### src/rtl/ram_burst_ctrl.sv
// Burst front-end for a 64x8 single-port RAM: accepts read/write bursts, streams beats.
// Define RAM_BURST_CTRL_BURST_EN to honour req_len; otherwise every request is a single beat.
module ram_burst_ctrl #(
    parameter int AW = 6,
    parameter int DW = 8,
    parameter int LW = 6
) (
    input  logic          clk,
    input  logic          rst,
    input  logic          req_valid,
    output logic          req_ready,
    input  logic          req_wr,
    input  logic [AW-1:0] req_addr,
    input  logic [LW-1:0] req_len,
    input  logic          wdata_valid,
    output logic          wdata_ready,
    input  logic [DW-1:0] wdata,
    output logic          rdata_valid,
    output logic [DW-1:0] rdata,
    output logic          busy,
    output logic [AW-1:0] ram_addr,
    output logic          ram_we,
    output logic [DW-1:0] ram_din,
    input  logic [DW-1:0] ram_dout
);

    // Handshakes: a request transfers on a rising edge with req_valid && req_ready,
    // a write beat with wdata_valid && wdata_ready; rdata_valid has no backpressure.
    typedef enum logic [1:0] {IDLE, WRITE, READ, DRAIN} state_t;

    state_t        state, state_nxt;
    logic [AW-1:0] cur_addr, addr_nxt;
    logic [LW-1:0] cnt, cnt_nxt;
    logic [LW-1:0] len_eff;

`ifdef RAM_BURST_CTRL_BURST_EN
    assign len_eff = req_len;
`else
    assign len_eff = req_len & {LW{1'b0}};
`endif

    always_ff @(posedge clk or negedge rst) begin
        if (!rst) begin
            state       <= IDLE;
            cur_addr    <= '0;
            cnt         <= '0;
            rdata_valid <= 1'b0;
        end else begin
            state       <= state_nxt;
            cur_addr    <= addr_nxt;
            cnt         <= cnt_nxt;
            // Each READ cycle issues one beat; its data comes back one cycle later.
            rdata_valid <= (state == READ);
        end
    end

    always_comb begin
        state_nxt   = state;
        addr_nxt    = cur_addr;
        cnt_nxt     = cnt;
        req_ready   = 1'b0;
        wdata_ready = 1'b0;
        ram_we      = 1'b0;
        case (state)
            IDLE: begin
                req_ready = 1'b1;
                if (req_valid) begin
                    addr_nxt  = req_addr;
                    cnt_nxt   = len_eff;
                    state_nxt = req_wr ? WRITE : READ;
                end
            end
            WRITE: begin
                wdata_ready = 1'b1;
                ram_we      = wdata_valid;
                if (wdata_valid) begin
                    addr_nxt = cur_addr + 1'b1;
                    cnt_nxt  = cnt - 1'b1;
                    if (cnt == '0) state_nxt = IDLE;
                end
            end
            READ: begin
                addr_nxt = cur_addr + 1'b1;
                cnt_nxt  = cnt - 1'b1;
                if (cnt == '0) state_nxt = DRAIN;
            end
            DRAIN: state_nxt = IDLE;
            default: state_nxt = IDLE;
        endcase
    end

    assign busy     = (state != IDLE);
    assign ram_addr = cur_addr;
    assign ram_din  = wdata;
    assign rdata    = ram_dout;

endmodule

### config.mk
export PLATFORM = sky130hd
export DESIGN_NAME = ram_burst_ctrl
export DESIGN_NICKNAME = d
export VERILOG_FILES = /design/src/rtl/ram_burst_ctrl.sv
export SDC_FILE = /design/constraint.sdc
export NUM_CORES = 1
export LEC_CHECK = 0
export ABC_AREA = 1
export CAP_MARGIN = 20
export CORE_MARGIN = 2
export CORE_UTILIZATION = 39
export DETAILED_ROUTE_END_ITERATION = 12
export GPL_ROUTABILITY_DRIVEN = 0
export GPL_TIMING_DRIVEN = 0
export PLACE_DENSITY = 0.81
export SLEW_MARGIN = 20
export SYNTH_ARGS = -nofsm -noshare
export SYNTH_HDL_FRONTEND = slang
export SYNTH_SLANG_ARGS = --single-unit
### constraint.sdc
create_clock -name clk -period 1.5 [get_ports clk]
set_input_delay 0.3 -clock clk [delete_from_list [all_inputs] [get_ports clk]]
set_output_delay 0.3 -clock clk [all_outputs]
set_load 0.01 [all_outputs]
==> flow_summary.json <==
{
  "ff2ff_path_depth": 7,
  "mostFrequentLayoutCell": "nand2_1",
  "dr_total_vias": 1118,
  "cts.sinks": 15,
  "syn_area_sq_mm": 0.00110,
  "numCtsBuffers": 3,
  "coreArea_sq_mm": 0.00271,
  "relSlewSlack": 0.532,
  "period_share": 1.01,
  "finClkSkew_ns": 0.00523,
  "yosysTopAreaCell": "dfrtp_1",
  "antenna_left": 0,
  "hp-class": "in -> async",
  "viasPerCell": 4.93,
  "grt_max_degree": 16,
  "synth_seq_area_share": 0.342,
  "period_needed_ns": 1.51,
  "rsz0062_at_grt": "true",
  "p_total_mw": 3.01,
  "path_class": "reg -> out",
  "yosysTopAreaCellShare": 0.342,
  "synth_compound_area_frac": 0.0604,
  "fmax_mhz": 662,
  "wirelength_um": 2690,
  "ys_types": 18,
  "grt_remaining_overflow": 0,
  "synth.area.top_cells": "dfrtp_1 (34%), nand2_1 (14%), buf_4 (11%), ha_1 (9.1%), inv_1 (5.8%)",
  "syn_inst": 148,
  "ys_ff_latch": 15,
  "crit_path_max_fanout": 4,
  "pin_count": 60,
  "drtPass1Iterations": 4,
  "p_leak_nw": 0.853,
  "antenna_cells": 0,
  "drtIter0Drc": 31,
  "utilization": 0.591,
  "initial_core_util": 0.405,
  "final_hold_viol_count": 0,
  "reg2reg_from": "state[1]",
  "final_cell_mix": "nand2_1 (41), clkdlybuf4s50_1 (28), buf_4 (22)",
  "drcViolationCount": 0,
  "status": "complete, but fails checks",
  "r2r_setup_slack_ns": 0.04,
  "clkLatencyLatePin_ns": 0.28,
  "die_w_um": 57.1,
  "io_buffers": 37,
  "clock_path_buffers": 2,
  "fill_cells": 240,
  "cts.clk_slew.worst_paths_ns": 0.10,
  "critPathCaptureType": "output pin",
  "cts_tree": "built",
  "area_growth_pct": 45.9,
  "dieHeight_um": 57.1,
  "tightest_slew_ns": 0.700,
  "yosys_warnings": 0,
  "synthXorXnorAreaFrac": 0.00797,
  "worst_slack_ns": -0.0107,
  "grt_pass1_wl_um": 4240,
  "hpwl_um": 1950,
  "worstSetupStartpointType": "register",
  "drv_slew": 0,
  "nets": 238,
  "powerDensity_mw_per_mm2": 1880,
  "grt_pass1_vias": 1051,
  "htree_num_levels": 1,
  "muxShareOfSynthArea": 0,
  "synthAdderAreaFrac": 0.0911,
  "grt_usage": 0.162,
  "synth_simple_gate_area_frac": 0.308,
  "drive_gt1_frac": 0.250,
  "post_synth.cell_area_avg_sq_um": 7.42,
  "syn-num-nets": 189,
  "worst_ep_arrival_time_ns": 1.21,
  "dieArea_sq_mm": 0.00326,
  "num_rows": 19,
  "antenna_found_initial": 0,
  "cts_hold_buf": 0,
  "peakVddDrop_uv": 1150,
  "r2r-end": "state[1]",
  "synth_top_family_by_area": "simple AND/OR/NAND/NOR gates",
  "violations": "setup timing",
  "worstPathRequired_ns": 1.20,
  "max-cap-violations": 0,
  "wire_per_inst_um": 11.8,
  "cts-root-buf": "clkbuf_4",
  "finalSetupViolCount": 1
}
==> worst max path at each step <==
stage                 from     end  slack [ns]
2_1_floorplan     state[0]  cnt[3]        0.12
6_report          state[0]  ram_we       -0.01
4_1_cts           state[0]    busy       -0.09
3_3_place_gp   wdata_valid  ram_we       -0.20
3_5_place_dp   wdata_valid  ram_we       -0.21
5_1_grt           state[0]  ram_we       -0.04
==> cell families after synthesis <==
logic type | Yosys count
and+or+nand+nor | 75
buffers and inverters | 36
DFF | 15
AOI/OAI and AO/OA | 13
adders and majority gates | 8
xor gates and xnor gates | 1
==> stage by stage <==
stage | area (sq um) | TNS (ns) | setup slack (ns) | hold WS (ns) | instances
after floorplan | 1100 | 0 | 0.124 | 0.00441 | 148
after CTS | 1590 | -0.177 | -0.0880 | 0.463 | 227
after global routing | 1600 | -0.0566 | -0.0379 | 0.492 | 227
after detailed placement | 1510 | -0.436 | -0.207 | 0.496 | 216
final | 1600 | -0.0107 | -0.0107 | 0.435 | 227
after global placement | 1510 | -0.370 | -0.199 | 0.487 | 216
==> metal layers <==
metal,up-vias,GRT usage,share of wire
met3,2,0.0227,0.054
met2,46,0.292,0.52
met4,0,0.0399,0.0048
li1,549,-,-
met1,521,0.203,0.42
met5,-,0,0
==> what timing repair did <==
| item | 4_1_cts | 5_1_grt |
|---|---|---|
| setup buffers | 7 | 0 |
| cloned | 0 | 0 |
| endpoints found under the setup margin | 10 | 12 |
| pin swaps | 0 | 1 |
| gates resized for setup | 14 | 17 |
==> registers in the layout, summed over array words and instances, names as in the netlist <==
| register | cells |
|---|---|
| ram_addr | 6 |
| cnt | 6 |
| state | 2 |
| rdata_valid | 1 |
==> synth_stat cells, drive strengths merged <==
library cell  count
a21oi             2
buf              18
dfrtp            15
ha                8
inv              18
nand2            44
nand3            11
nand4             7
nor2             10
o21ai            10
o22ai             1
or2               3
xor2              1
==> worst max-delay path, cell delays in order, from the launching register on <==
cell and delay [ns]:
dfrtp_1 0.43, buf_6 0.15, ha_4 0.16, nand2_1 0.05, inv_1 0.03, buf_2 0.12
==> power by group <==
part / internal (mW) / switching, mW
sequential: 0.592 / 0.126
clock: 0.103 / 0.131
combinational: 0.914 / 1.14
==> area by class of cell <==
type / instances / area [sq um] / share of cell area
Tap cell: 31 / 38.8 / 0.0242
Timing Repair Buffer: 44 / 415 / 0.259
Multi-Input combinational cell: 97 / 533 / 0.333
Sequential cell: 15 / 377 / 0.235
Buffer: 18 / 143 / 0.0890
Inverter: 18 / 70.1 / 0.0437
Clock buffer: 4 / 26.3 / 0.0164
No activity file was read; power rests on OpenSTA's default activity.
